### config.mk
export PLATFORM = sky130hd
export DESIGN_NAME = relu_maxpool2x2_flat
export DESIGN_NICKNAME = d
export VERILOG_FILES = /design/src/rtl/relu_maxpool2x2_if.sv /design/src/rtl/relu_maxpool2x2.sv /design/src/flat_wrapper.sv
export SDC_FILE = /design/constraint.sdc
export NUM_CORES = 1
export LEC_CHECK = 0
export CORE_MARGIN = 5
export CORE_UTILIZATION = 42
export CTS_CLUSTER_DIAMETER = 40
export CTS_CLUSTER_SIZE = 10
export DETAILED_ROUTE_END_ITERATION = 12
export GPL_TIMING_DRIVEN = 0
export PLACE_DENSITY = 0.64
export RECOVER_POWER = 25
export SYNTH_ARGS = -nofsm -noshare
export SYNTH_HDL_FRONTEND = slang
export SYNTH_SLANG_ARGS = --single-unit
### constraint.sdc
create_clock -name clk -period 3.4 [get_ports clk]
set_input_delay 0.34 -clock clk [delete_from_list [all_inputs] [get_ports clk]]
set_output_delay 0.34 -clock clk [all_outputs]
set_load 0.01 [all_outputs]
### src/rtl/relu_maxpool2x2_if.sv
// Stream interface between the conv engine and the ReLU/max-pool stage.
// The master side produces conv results; the slave side is the pooling stage.
interface relu_maxpool2x2_if #(
    parameter int DATA_W = 8
);
    logic [2*DATA_W-1:0] din;
    logic                din_valid;
    logic                clear;
    logic [2*DATA_W-1:0] dout;
    logic                dout_valid;
    logic                frame_done;

    modport master (
        output din, din_valid, clear,
        input  dout, dout_valid, frame_done
    );

    modport slave (
        input  din, din_valid, clear,
        output dout, dout_valid, frame_done
    );
endinterface

### src/rtl/relu_maxpool2x2.sv
// Streaming ReLU followed by 2x2 stride-2 max pooling.
// Even rows fold horizontal pairs into a half-row line buffer; odd rows
// fold their own pairs with the buffered maxima and emit one pooled value
// per window. For odd frame heights the final row is counted but ignored.
module relu_maxpool2x2 #(
    parameter int DATA_W = 8,
    parameter int IMG_W  = 8,
    parameter int IMG_H  = 8
) (
    input logic              clk,
    input logic              rst_n,
    relu_maxpool2x2_if.slave bus
);
    localparam int W  = 2 * DATA_W;
    localparam int CW = (IMG_W > 2) ? $clog2(IMG_W) : 1;
    localparam int RW = (IMG_H > 2) ? $clog2(IMG_H) : 1;
    localparam int LN = IMG_W / 2;
    localparam int LW = (LN > 1) ? $clog2(LN) : 1;

    localparam logic [CW-1:0] COL_LAST  = CW'(IMG_W - 1);
    localparam logic [RW-1:0] ROW_LAST  = RW'(IMG_H - 1);
    localparam logic [RW-1:0] ROW_PRE   = RW'(IMG_H - 2);
    localparam bit            ODD_H     = (IMG_H % 2) == 1;

    typedef enum logic [1:0] {
        EVEN_ROW,
        ODD_ROW,
        DRAIN
    } state_t;

    state_t        state;
    logic [CW-1:0] col;
    logic [RW-1:0] row;
    logic [W-1:0]  hold;
    logic [W-1:0]  lbuf [LN];
    logic [W-1:0]  dout_q;
    logic          dout_valid_q;
    logic          frame_done_q;

    logic [W-1:0]  relu;
    logic [W-1:0]  pair_max;
    logic [W-1:0]  pool_max;
    logic [W-1:0]  lbuf_rd;
    logic [LW-1:0] lbuf_idx;
    logic          accept;
    logic          col_wrap;
    logic          row_wrap;
    logic          lbuf_we;

    function automatic logic [W-1:0] umax(input logic [W-1:0] a, input logic [W-1:0] b);
        return (a > b) ? a : b;
    endfunction

    // Rectify the input, find the pair/window maxima and decode wrap points.
    always_comb begin
        relu     = bus.din[W-1] ? '0 : bus.din;
        accept   = bus.din_valid && !bus.clear;
        col_wrap = (col == COL_LAST);
        row_wrap = (row == ROW_LAST);
        lbuf_idx = LW'(col >> 1);
        lbuf_rd  = lbuf[lbuf_idx];
        pair_max = umax(hold, relu);
        pool_max = umax(pair_max, lbuf_rd);
        lbuf_we  = accept && (state == EVEN_ROW) && col[0];
    end

    // Line buffer holds no reset: every entry is rewritten on an even row before it is read.
    always_ff @(posedge clk) begin
        if (lbuf_we) begin
            lbuf[lbuf_idx] <= pair_max;
        end
    end

    // Counters, row-parity FSM, hold register and registered output strobes.
    always_ff @(posedge clk or negedge rst_n) begin
        if (!rst_n) begin
            state        <= EVEN_ROW;
            col          <= '0;
            row          <= '0;
            hold         <= '0;
            dout_q       <= '0;
            dout_valid_q <= 1'b0;
            frame_done_q <= 1'b0;
        end else begin
            dout_valid_q <= 1'b0;
            frame_done_q <= 1'b0;
            if (bus.clear) begin
                state <= EVEN_ROW;
                col   <= '0;
                row   <= '0;
            end else if (accept) begin
                col <= col_wrap ? '0 : col + 1'b1;
                if (col_wrap) begin
                    row <= row_wrap ? '0 : row + 1'b1;
                end
                case (state)
                    EVEN_ROW: begin
                        if (!col[0]) begin
                            hold <= relu;
                        end
                        if (col_wrap) begin
                            state <= ODD_ROW;
                        end
                    end
                    ODD_ROW: begin
                        if (!col[0]) begin
                            hold <= relu;
                        end else begin
                            dout_q       <= pool_max;
                            dout_valid_q <= 1'b1;
                            frame_done_q <= col_wrap && row_wrap;
                        end
                        if (col_wrap) begin
                            state <= (ODD_H && (row == ROW_PRE)) ? DRAIN : EVEN_ROW;
                        end
                    end
                    DRAIN: begin
                        if (col_wrap) begin
                            state        <= EVEN_ROW;
                            frame_done_q <= 1'b1;
                        end
                    end
                    default: begin
                        state <= EVEN_ROW;
                    end
                endcase
            end
        end
    end

    assign bus.dout       = dout_q;
    assign bus.dout_valid = dout_valid_q;
    assign bus.frame_done = frame_done_q;

endmodule

### src/flat_wrapper.sv
// flat-port wrapper written by rule: the top's interface ports become plain ports
module relu_maxpool2x2_flat 
#(
    parameter int DATA_W = 8,
    parameter int IMG_W  = 8,
    parameter int IMG_H  = 8
)
  (clk, rst_n, bus_din, bus_din_valid, bus_clear, bus_dout, bus_dout_valid, bus_frame_done);
  relu_maxpool2x2_if #(.DATA_W(DATA_W)) bus_i ();
  input logic clk;
  input logic rst_n;
  input wire logic [$bits(bus_i.din)-1:0] bus_din;
  input wire logic [$bits(bus_i.din_valid)-1:0] bus_din_valid;
  input wire logic [$bits(bus_i.clear)-1:0] bus_clear;
  output wire logic [$bits(bus_i.dout)-1:0] bus_dout;
  output wire logic [$bits(bus_i.dout_valid)-1:0] bus_dout_valid;
  output wire logic [$bits(bus_i.frame_done)-1:0] bus_frame_done;
  assign bus_i.din = bus_din;
  assign bus_i.din_valid = bus_din_valid;
  assign bus_i.clear = bus_clear;
  assign bus_dout = bus_i.dout;
  assign bus_dout_valid = bus_i.dout_valid;
  assign bus_frame_done = bus_i.frame_done;
  relu_maxpool2x2 #(.DATA_W(DATA_W), .IMG_W(IMG_W), .IMG_H(IMG_H)) u_core (.clk(clk), .rst_n(rst_n), .bus(bus_i));
endmodule
* Word-level counts from Yosys, hierarchy flattened
Memory sizes are Yosys's and may differ from the RTL's.
Cells that the tools add are included.
** Storage, ports and cells
- Flip-flop bits (word level) :: 42
- RAM bits :: 64
- Output and inout bits :: 18
- Memories kept :: 1
** Cells by class
- Add/subtract/negate cells :: 2
- Magnitude comparators :: 2
- Equal/unequal tests :: 6
- Mux-type cells :: 26
- Bitwise logic cells :: 2
- Reduce and logical (&&, ||, !) cells :: 14
** Memories
- u_core.lbuf :: words 4, bits a word 16, read ports 1, clocked after memory_dff 0, wr ports 1, RTL line relu_maxpool2x2.sv:35 : logic [W-1:0] lbuf [LN];
** Operators by type and width (number)
- $gt 16x16->1 :: 2
- $mux 16 :: 2
- $mux 3 :: 7
- $mux 15 :: 1
- $mux 1 :: 10
- $mux 2 :: 4
- $reduce_and 4->1 :: 2
- $add 3x1->3 const B :: 2
- $eq 3x3->1 const B :: 2
- $logic_and 1x1->1 :: 4
- $pmux 2 s2 :: 1
- $reduce_bool 2->1 :: 2
- $reduce_or 2->1 :: 2
- $ne 3x1->1 const B :: 1
- $ne 3x2->1 const B :: 1
- $reduce_and 3->1 :: 1
- $eq 2x1->1 const B :: 1
- $eq 2x2->1 const B :: 1
- $logic_not 2->1 :: 1
- $not 1->1 :: 2
- $pmux 1 s2 :: 1
- $reduce_and 2->1 :: 1
- $logic_not 1->1 :: 1

* Logic depth before layout (Yosys ltp)
Gate-level depths: netlist of the first run.
- Depth after elaboration :: 6
- Depth in mapped cells :: 19
- Mapped depth without buffers :: 15

* Worst setup path before layout of the first run
Ideal clock, no wire load.
- Kind :: input port to flip-flop
- From :: input bus_din[15]
- To :: register u_core.dout_q[10], in the netlist u_core.bus.dout[10]
- Arrival time :: 3.900 ns
- Data required time :: 3.264 ns
- Slack :: -0.636 ns
- Cell stages on the path :: 19
- Path buffers :: 4
- Cell sequence :: clkbuf_1 -> nand2b_1 -> ha_1 -> nor2b_1 -> o211ai_1 -> a2111o_1 -> a31oi_4 -> buf_12 -> mux2_4 -> inv_1 -> ha_1 -> nand3_1 -> nor2_1 -> a221o_1 -> o31ai_2 -> or2_0 -> buf_2 -> buf_6 -> o221ai_2
** Between the ends
- Longest elaborated chain between the ends :: 5
** RTL lines
- start: declaration :: RTL line flat_wrapper.sv:12 : input wire logic [$bits(bus_i.din)-1:0] bus_din;
- $mux 15 (*) :: RTL line relu_maxpool2x2.sv:56 : relu = bus.din[W-1] ? '0 : bus.din;
- $gt 16x16->1 :: RTL line relu_maxpool2x2.sv:51 : return (a > b) ? a : b;
- $mux 16 (*) :: RTL line relu_maxpool2x2.sv:51
- named net u_core.pair_max[13] :: RTL line relu_maxpool2x2.sv:41 : logic [W-1:0] pair_max;
- $gt 16x16->1 (*) :: RTL line relu_maxpool2x2.sv:51
- $mux 16 (*) :: RTL line relu_maxpool2x2.sv:51
- end signal: assignment :: RTL line relu_maxpool2x2.sv:109 : dout_q <= pool_max;
- end: declaration :: RTL line relu_maxpool2x2.sv:36 : logic [W-1:0] dout_q;
Mark *: on every way through the listed nets, which the timed path passes. The rest lies on a longest branch.
A chain may end at the register's enable or synchronous reset.

* Worst setup path in the final report of the first run
- From :: input bus_din[8]
- To :: register u_core.dout_q[0], in the netlist u_core.bus.dout[0]
** Between the ends
- Longest elaborated chain between the ends :: 5
** RTL lines (RTL line)
- $mux 15 :: relu_maxpool2x2.sv:56
- $gt 16x16->1 :: relu_maxpool2x2.sv:51
- $mux 16 :: relu_maxpool2x2.sv:51
- named net u_core.pair_max[10] :: relu_maxpool2x2.sv:41
- $gt 16x16->1 :: relu_maxpool2x2.sv:51
- $mux 16 :: relu_maxpool2x2.sv:51
The timed path passes the listed nets, and every way through them passes these cells.

==> metrics.yaml, run 1 <==
run_status: "finished, violations left"
violations: "max-capacitance violations, max-slew violations, negative setup slack"
synthCells: 409
drc_errors: 0
die_h_um: 120
start_util_pct: 42.3
cpMaxStageDelayCell: "clkdlybuf4s50_1"
grt_pass1_wl_um: 20000
period_minus_slack_ns: 4.09
routed_wl_um: 12100
seq_area_frac_synth_pct: 55.1
critPathBufInv: 6
ys_types: 43
io_pins: 38
n_antenna_cell: 0
layout-drive-gt1-share_pct: 34.8
cts_made_buffers: 9
clk_path_buf_depth: 2
first_pass_iters: 4
finalSetupTns_ns: -9.39
clk_pin_slew_ns: 0.07
place_congestion: 0.901
antenna_found_initial: 0
numClockSinks: 99
synth_top_area_share_pct: 35.7
wl_per_cell_um: 17.8
die_area_sq_um: 14300
setup_viol: 15
required_ns: 3.63
slowest_delay_ns: 0.46
synth-seq-cells: 99
hold_class: "primary input to flip-flop"
ctsHoldBuffers: 0
max_freq_mhz: 245
fin_worst_skew_ns: 0.0132
yosysTopAreaCell: "edfxtp_1"
io_buffers: 34
relSlewSlack_pct: -48.8
synth_area_per_cell_sq_um: 12.3
yosysWarnings: 0
netlist_area_sq_um: 5040
crit_path_max_fanout: 8
grt.total_usage_pct: 18.0
vias: 3593
die_w_um: 120
coreArea_sq_um: 11900
viasPerCell: 5.25
crit_family: "compound AO/OA/AOI/OAI gates"
cap_violations: 1
rows: 40
p_total_mw: 3.08
syn2layout_area_growth_pct: 34.5
grt_pass1_vias: 3793
detail-route-antenna-nets: 0
final_util_pct: 56.9
synthesis.nets: 463
fin_ws_ns: -0.688
pre_cts_slack_ns: -1.70
cp.arrival_ns: 4.32
grt_max_degree: 40
leakagePower_nw: 2.76
critPathLaunchType: "primary input"
nNetsFinal: 586
worst_pin_slew_ns: 2.23
cts_max_level: 3
rsz0062_at_grt: "yes"
gr-total-overflow: 0
fin_hold_ws_ns: 0.344
detailed_place_hpwl_um: 7970
root_buffer: "clkbuf_16"
hold_viol: 0
period_share_pct: 120
drtIter0Drc: 224
cts_tree: "built"
maxSlewViolCount: 40
path_class: "primary input to flip-flop"
vdd_drop_max_mv: 0.318
powerDensity_nw_per_um2: 454
crit_chain: "clkdlybuf4s50_1, nand2b_1, ha_1, nand4_1, a2111o_1, a31oi_4, buf_12, mux2_4, inv_4, ha_4, nand4_1, buf_4, nor4_4, a21boi_4, o31ai_4, buf_4, buf_6, and3_4, a221o_1"
cp-end-kind: "flip-flop"
insertion_delay_ns: 0.34
synth.area.top_cells: "edfxtp_1 36%, dfrtp_1 19%, ha_1 8.4%"
-- area by class of cell --
| type | count | area, sq um |
|---|---|---|
| plain buffers | 20 | 144 |
| clock buffers | 10 | 229 |
| clock inverters | 6 | 41.3 |
| fillers | 928 | 5130 |
| inverters | 31 | 131 |
| multi-input cells | 259 | 2330 |
| flip-flops and latches | 99 | 2780 |
| well taps | 147 | 184 |
| repair buffers | 112 | 941 |
-- worst register-to-register path: stages, from the launching register on --
cell and delay [ns]:
dfrtp_1 0.41, ha_4 0.28, nor2b_4 0.12, o211ai_1 0.12
a2111o_1 0.42, a31oi_4 0.30, buf_12 0.19, mux2_4 0.34
inv_4 0.08, ha_4 0.14, nand4_1 0.14, buf_4 0.19
nor4_4 0.19, a21boi_4 0.26, o31ai_4 0.09, buf_4 0.17
buf_6 0.11, and3_4 0.16, a221o_1 0.25
-- metal layers --
metal | vias to the layer above | track usage [%] | share of wire, %
li1 | 1731 | - | -
met1 | 1752 | 21.7 | 41
met2 | 84 | 31.7 | 52
met3 | 26 | 3.58 | 3.9
met4 | 0 | 7.37 | 3.1
met5 | - | 0 | 0
-- sequential cells by signal, summed over array words and instances (netlist names) --
name / count
u_core.bus.dout: 15
u_core.row: 3
u_core.state: 1
u_core.hold: 15
u_core.col: 3
u_core.bus.dout_valid: 1
u_core.lbuf: 60
u_core.bus.frame_done: 1
-- power breakdown --
part | internal, mW | total [mW] | leakage [nW] | switching (mW)
Sequential | 1.35 | 1.38 | 1.08 | 0.0301
Combinational | 0.378 | 0.767 | 1.56 | 0.389
Clock | 0.496 | 0.933 | 0.127 | 0.436
-- repair_timing --
| item | in CTS | in global routing |
|---|---|---|
| gates resized for setup | 60 | 8 |
| gates cloned | 2 | 0 |
| setup buffers | 70 | 2 |
| endpoints found under the hold margin | 0 | 0 |
| pin swaps | 23 | 2 |
| endpoints found under the setup margin | 15 | 15 |
-- layout by cell type, fill, tap and decap left out, types with 16 or more instances in the layout --
master           instances
dfrtp_1                 39
buf_4                   74
o21ai_0                 30
edfxtp_1                60
inv_1                   20
ha_1                    20
mux2i_1                 16
clkdlybuf4s50_1         21
mux2_2                  18
nand2_1                 51
-- worst paths after layout --
path	start	end	slack, ns	cells after the start
worst max-delay path	bus_din[8]	u_core.bus.dout[0]$_DFFE_PN0P_	-0.69	19
worst min-delay path	bus_din_valid	u_core.row[2]$_DFFE_PN0P_	0.34	3
worst max register to register	u_core.hold[1]$_DFFE_PN0P_	u_core.bus.dout[0]$_DFFE_PN0P_	-0.66	18
worst min register to register	u_core.bus.dout[9]$_DFFE_PN0P_	u_core.bus.dout[9]$_DFFE_PN0P_	0.50	2
max in group asynchronous	rst_n	u_core.bus.dout[9]$_DFFE_PN0P_	1.47	1
min in group asynchronous	rst_n	u_core.bus.frame_done$_DFF_PN0_	0.65	1
-- kinds of logic after synthesis --
group	count (synthesis)	share of synthesized area [%]
compound gates	72	10.8
xor+xnor	1	0.174
fa+ha+maj	34	8.44
buf+inv	51	4.44
flops	99	55.1
mux	47	11.1
other cells	1	0.0744
simple gates	104	9.85
-- synthesized netlist by cell type, drive strengths merged --
| cell | number |
|---|---|
| clkbuf | 11 |
| o21a | 1 |
| nor4 | 3 |
| mux2 | 30 |
| conb | 1 |
| nor4b | 1 |
| and3 | 3 |
| ha | 34 |
| nor3 | 1 |
| o31ai | 1 |
| or2 | 1 |
| a21o | 3 |
| nor2b | 4 |
| mux4 | 1 |
| mux2i | 16 |
| o221ai | 14 |
| a21oi | 15 |
| nand2 | 52 |
| nor2 | 10 |
| a2bb2oi | 1 |
| a221o | 2 |
| and2 | 1 |
| nand3b | 1 |
| a21boi | 1 |
| buf | 9 |
| nand3 | 6 |
| dfrtp | 39 |
| o211ai | 1 |
| edfxtp | 60 |
| nand2b | 16 |
| a31oi | 1 |
| inv | 31 |
| o21ai | 31 |
| xor2 | 1 |
| a2111o | 1 |
| nand4 | 5 |
-- through the flow --
stage / instances / cell area [sq um]
6_report: 684 / 6780
5_1_grt: 684 / 6780
4_1_cts: 682 / 6720
3_5_place_dp: 594 / 5660
3_3_place_gp: 590 / 5620
2_1_floorplan: 409 / 5090
(Power assumes the default switching activity.)
==> inputs of run 2 (changes only) <==
--- a/config.mk
+++ b/config.mk
@@ -10,8 +10,9 @@
 export CTS_CLUSTER_DIAMETER = 40
 export CTS_CLUSTER_SIZE = 10
 export DETAILED_ROUTE_END_ITERATION = 12
+export DONT_BUFFER_PORTS = 1
 export GPL_TIMING_DRIVEN = 0
-export PLACE_DENSITY = 0.64
+export PLACE_DENSITY = 0.6
 export RECOVER_POWER = 25
 export SYNTH_ARGS = -nofsm -noshare
 export SYNTH_HDL_FRONTEND = slang
==> metrics.yaml, run 2 (same netlist as run 1, synthesis figures left out) <==
placedInstanceArea_sq_um: 5320  # -6.0%
r2r-start: "u_core.hold[1]$_DFFE_PN0P_"
grtUsageMet3_pct: 3.02  # -0.57 points
layout-drive-gt1-share_pct: 29.5  # -5.3 points
detail-route-antenna-nets: 0  # unchanged
fin_area_sq_um: 6080  # -10%
pre_cts_slack_ns: -1.16  # +0.545 ns
grt.total_usage_pct: 16.9  # -1.2 points
setup_viol: 15  # unchanged
globalRouteMet1Util_pct: 20.3  # -1.4 points
grt_use_met2_pct: 29.8  # -1.9 points
nNetsFinal: 510  # -13%
hold_viol: 0  # unchanged
violations: "max-capacitance violations, max-slew violations, negative setup slack"
detailed_place_hpwl_um: 8060  # +1.1%
grt_pass1_vias: 3448  # -9.1%
hold_class: "primary input to flip-flop"
coreArea_sq_um: 11900  # unchanged
cp-end-kind: "flip-flop"
clk_path_buf_depth: 2  # unchanged
largest_register_ffs: 60  # unchanged
io_pins: 38  # unchanged
die_w_um: 120  # unchanged
drtIter0Drc: 196  # -13%
io_buffers: 0  # -100%
syn2layout_area_growth_pct: 20.6
busiest_layer: "met2"
multi_input_area_sq_um: 2210  # -5.2%
run_status: "finished, violations left"
rsz0062_at_grt: "yes"
gr-total-overflow: 0  # unchanged
period_share_pct: 121  # +1.2 points
fin_worst_skew_ns: 0.00679  # -0.00646 ns
final-seq-area_sq_um: 2780  # unchanged
wl_per_cell_um: 19.6  # +10%
max_freq_mhz: 242  # -0.97%
leakagePower_nw: 2.45  # -12%
fin_hold_ws_ns: 0.196  # -0.148 ns
finalSetupTns_ns: -9.93  # -0.539 ns
final_util_pct: 51.1  # -5.9 points
relSlewSlack_pct: -51.9  # -3.1 points
viasPerCell: 5.50  # +4.6%
routed_wl_um: 11900  # -1.9%
cts_tree: "built"
start_util_pct: 42.3  # unchanged
first_pass_iters: 5  # +1
powerDensity_nw_per_um2: 513  # +13%
worstSetupStartpoint: "u_core.hold[1]$_DFFE_PN0P_"
cts_made_buffers: 9  # unchanged
insertion_delay_ns: 0.34  # about the same
maxSlewViolCount: 40  # unchanged
largest-register: "u_core.lbuf"
final_cell_mix: "60 x edfxtp_1, 50 x nand2_1, 39 x dfrtp_1, 30 x o21ai_0, 30 x buf_4"
drc_errors: 0  # unchanged
crit_path_max_fanout: 8  # unchanged
grt_max_degree: 40  # unchanged
critPathLaunchType: "flip-flop"
antenna_found_initial: 0  # unchanged
mostFrequentLayoutCell: "edfxtp_1"
numClockSinks: 99  # unchanged
fill_cells: 1026  # +11%
vdd_drop_max_mv: 0.304  # -4.4%
period_minus_slack_ns: 4.13  # +0.0401 ns
rows: 40  # unchanged
cp.arrival_ns: 4.39  # +0.07 ns
n_antenna_cell: 0  # unchanged
required_ns: 3.66  # +0.03 ns
cts_max_level: 3  # unchanged
root_buffer: "clkbuf_16"
place_congestion: 0.914  # +1.4%
worst_pin_slew_ns: 2.28  # +0.0466 ns
clk_pin_slew_ns: 0.07  # about the same
vias: 3342  # -7.0%
min_from: "bus_din[1]"
die_h_um: 120  # unchanged
fin_ws_ns: -0.728  # -0.0401 ns
cap_violations: 1  # unchanged
path_class: "flip-flop to flip-flop"
grt_pass1_wl_um: 18600  # -7.2%
die_area_sq_um: 14300  # unchanged
[run 2: layout make-up]
| class | instances | share of cell area [%] |
|---|---|---|
| inverter | 31 | 2.26 |
| clock inverter | 7 | 1.28 |
| timing repair buffer | 36 | 5.25 |
| sequential | 99 | 45.7 |
| multi-input combinational | 259 | 36.4 |
| buffer | 20 | 2.45 |
| tap | 147 | 3.02 |
| clock buffer | 9 | 3.70 |
[run 2: per-layer routing]
metal / share of wire, % / vias up
met5: 0 / -
met4: 2.5 / 0
met3: 3.7 / 13
met2: 52 / 68
met1: 42 / 1684
li1: - / 1577
[run 2: worst max-delay path, stage by stage (launching register included)]
cell and delay [ns]:
dfrtp_1 0.43, ha_4 0.29, nor2b_4 0.12, o211ai_1 0.14, a2111o_1 0.42, a31oi_4 0.31
buf_12 0.18, mux2_4 0.32, inv_4 0.08, ha_4 0.14, nand4_1 0.22, nor4_4 0.24
a21boi_2 0.26, o31ai_4 0.09, or2_0 0.22, buf_6 0.14, buf_12 0.12, buf_12 0.13
o221ai_2 0.17
[run 2: report_power, final]
group | internal (mW) | switching [mW] | total (mW)
Sequential | 1.35 | 0.0240 | 1.37
Clock | 0.575 | 0.453 | 1.03
Combinational | 0.340 | 0.378 | 0.718
Total | 2.26 | 0.854 | 3.12
[run 2: worst paths after layout]
kind,endpoint,slack (ns),cells after the start
min in group asynchronous,u_core.bus.dout[14]$_DFFE_PN0P_,1.26,2
max in group asynchronous,u_core.bus.dout[13]$_DFFE_PN0P_,0.82,2
min,u_core.hold[1]$_DFFE_PN0P_,0.20,2
max,u_core.bus.dout[7]$_DFFE_PN0P_,-0.73,18
max reg2reg,u_core.bus.dout[7]$_DFFE_PN0P_,-0.73,18
min reg2reg,u_core.hold[14]$_DFFE_PN0P_,0.51,2
[run 2: per-stage QoR]
step	cells	power [mW]
detailed placement	560	1.91
global route	608	3.25
finish	608	3.12
floorplan	409	1.78
global placement	556	1.89
CTS	602	3.09
[run 2: timing repair]
action / CTS / global route
setup endpoints to repair: 15 / 15
pin swaps: 11 / 2
gates resized for setup: 29 / 13
setup buffers: 23 / 6
endpoints found under the hold margin: 39 / 0
hold buffers: 2 / 0
gates cloned: 1 / 1
==> inputs of run 3 (changes only) <==
--- a/config.mk
+++ b/config.mk
@@ -6,13 +6,13 @@
 export NUM_CORES = 1
 export LEC_CHECK = 0
 export CORE_MARGIN = 5
-export CORE_UTILIZATION = 42
+export CORE_UTILIZATION = 50
 export CTS_CLUSTER_DIAMETER = 40
 export CTS_CLUSTER_SIZE = 10
 export DETAILED_ROUTE_END_ITERATION = 12
 export DONT_BUFFER_PORTS = 1
 export GPL_TIMING_DRIVEN = 0
-export PLACE_DENSITY = 0.6
+export PLACE_DENSITY = 0.66
 export RECOVER_POWER = 25
 export SYNTH_ARGS = -nofsm -noshare
 export SYNTH_HDL_FRONTEND = slang
==> constraint.sdc (replaced) <==
create_clock -name clk -period 4.2 [get_ports clk]
set_input_delay 0.42 -clock clk [delete_from_list [all_inputs] [get_ports clk]]
set_output_delay 0.42 -clock clk [all_outputs]
set_load 0.01 [all_outputs]
==> metrics.yaml, run 3 (same netlist as run 1, synthesis figures left out) <==
gr-total-overflow: 0  # unchanged
vdd_drop_max_mv: 0.217  # -29%
cp-end-kind: "flip-flop"
rows: 36  # -10%
crit_path_max_fanout: 10  # +2
die_h_um: 110  # -7.7%
first_pass_iters: 5  # unchanged
wl_per_cell_um: 18.2  # -7.2%
run_status: "finished, violations left"
numClockSinks: 99  # unchanged
cap_violations: 1  # unchanged
coreArea_sq_um: 9820  # -18%
drtIter0Drc: 120  # -39%
crit_family: "compound AO/OA/AOI/OAI gates"
syn2layout_area_growth_pct: 11.3
period_minus_slack_ns: 4.06  # -0.0714 ns
finalSetupTns_ns: 0  # +9.93 ns
start_util_pct: 51.4  # +9.0 points
grt_pass1_wl_um: 17000  # -8.3%
grt.total_usage_pct: 17.6  # +0.77 points
cp.arrival_ns: 4.28  # -0.11 ns
maxSlewViolCount: 40  # unchanged
nNetsFinal: 489  # -4.1%
required_ns: 4.43  # +0.77 ns
critPathLaunchType: "flip-flop"
fin_ws_ns: 0.144  # +0.871 ns
die_w_um: 110  # -7.7%
worst_pin_slew_ns: 2.17  # -0.105 ns
vias: 3124  # -6.5%
clk_pin_slew_ns: 0.09  # +0.02 ns
period_share_pct: 96.6  # -25 points
crit_chain: "ha_1, nor2b_1, o211ai_1, a2111o_1, a31oi_4, buf_12, buf_4, mux2_4, inv_1, ha_1, nor2b_1, o21ai_0, a21boi_4, o31ai_4, or2_0, buf_4, buf_12, o221ai_2"
cts_tree: "built"
largest-register: "u_core.lbuf"
io_pins: 38  # unchanged
place_congestion: 0.926  # +1.3%
n_antenna_cell: 0  # unchanged
detail-route-antenna-nets: 0  # unchanged
powerDensity_nw_per_um2: 375  # -27%
path_class: "flip-flop to flip-flop"
grt_pass1_vias: 3277  # -5.0%
max_freq_mhz: 247  # +1.8%
relSlewSlack_pct: -44.9  # +7.0 points
layout-drive-gt1-share_pct: 23.0  # -6.5 points
clk_path_buf_depth: 2  # unchanged
die_area_sq_um: 12200  # -15%
io_buffers: 0  # unchanged
routed_wl_um: 10400  # -13%
drc_errors: 0  # unchanged
cts_made_buffers: 9  # unchanged
final_cell_mix: "60 x edfxtp_1, 50 x nand2_1, 39 x dfrtp_1, 33 x ha_1, 31 x o21ai_0"
critPathBufInv: 5  # unchanged
pre_cts_slack_ns: -0.548  # +0.610 ns
mostFrequentLayoutCell: "edfxtp_1"
largest_register_ffs: 60  # unchanged
grt_max_degree: 40  # unchanged
fin_worst_skew_ns: 0.00974  # +0.00295 ns
viasPerCell: 5.45  # -0.81%
leakagePower_nw: 2.27  # -7.1%
antenna_found_initial: 0  # unchanged
violations: "max-capacitance violations, max-slew violations"
hold_viol: 0  # unchanged
setup_viol: 0  # -15
root_buffer: "clkbuf_8"
slowest_delay_ns: 0.48  # +0.05 ns
cpMaxStageDelayCell: "a2111o_1"
insertion_delay_ns: 0.36  # +0.02 ns
detailed_place_hpwl_um: 7770  # -3.6%
cts_max_level: 3  # unchanged
hold_class: "primary input to flip-flop"
==> run 3: repair_timing <==
action / CTS / global route
setup buffers: 2 / 6
hold buffers: 2 / 0
pin swaps: 3 / 7
gates cloned: 0 / 0
hold endpoints to repair: 39 / 0
endpoints found under the setup margin: 13 / 15
gates resized for setup: 7 / 26
==> run 3: worst register-to-register path: stages (launching register included) <==
cell	delay [ns]
dfrtp_1	0.41
ha_1	0.29
nor2b_1	0.12
o211ai_1	0.09
a2111o_1	0.48
a31oi_4	0.22
buf_12	0.17
buf_4	0.14
mux2_4	0.30
inv_1	0.14
ha_1	0.26
nor2b_1	0.13
o21ai_0	0.27
a21boi_4	0.10
o31ai_4	0.24
or2_0	0.15
buf_4	0.15
buf_12	0.15
o221ai_2	0.10
==> run 3: cell type report <==
cell class / count / area (sq um)
fillers: 838 / 4210
flip-flops and latches: 99 / 2780
multi-input cells: 259 / 2140
well taps: 133 / 166
clock buffers: 10 / 128
plain buffers: 20 / 124
repair buffers: 15 / 119
inverters: 31 / 119
clock inverters: 6 / 32.5
==> run 3: final timing paths <==
| path | startpoint | endpoint | slack [ns] | cells after the start |
|---|---|---|---|---|
| min reg2reg | u_core.hold[8]$_DFFE_PN0P_ | u_core.hold[8]$_DFFE_PN0P_ | 0.52 | 2 |
| min | bus_din[10] | u_core.hold[10]$_DFFE_PN0P_ | 0.24 | 2 |
| min in group asynchronous | rst_n | u_core.bus.dout[10]$_DFFE_PN0P_ | 1.28 | 2 |
| max reg2reg | u_core.hold[1]$_DFFE_PN0P_ | u_core.bus.dout[11]$_DFFE_PN0P_ | 0.14 | 18 |
| max | u_core.hold[1]$_DFFE_PN0P_ | u_core.bus.dout[11]$_DFFE_PN0P_ | 0.14 | 18 |
| max in group asynchronous | rst_n | u_core.col[2]$_DFFE_PN0P_ | 1.69 | 2 |
==> run 3: power by group <==
part	total, mW	leakage, nW	switching, mW	internal, mW
Combinational	0.472	1.11	0.264	0.208
Clock	0.527	0.0771	0.317	0.210
Sequential	1.11	1.08	0.0188	1.09
==> run 3: metrics by stage <==
stage	utilization (%)	area [sq um]	instances	hold slack (ns)	total power, mW
global placement	53.0	5210	542	0.126	1.51
CTS	56.0	5500	567	0.233	2.08
finish	57.1	5610	573	0.236	2.11
floorplan	-	5040	409	0.124	1.43
detailed placement	53.6	5260	547	0.126	1.53
global route	57.1	5610	573	0.219	2.23
==> run 3: routing by layer <==
| metal | global-route usage (%) | vias up | routed length, um |
|---|---|---|---|
| met5 | 0 | - | 0 |
| met3 | 2.63 | 19 | 407 |
| met4 | 7.64 | 0 | 277 |
| met2 | 30.3 | 61 | 5310 |
| met1 | 22.2 | 1515 | 4420 |
| li1 | - | 1529 | - |
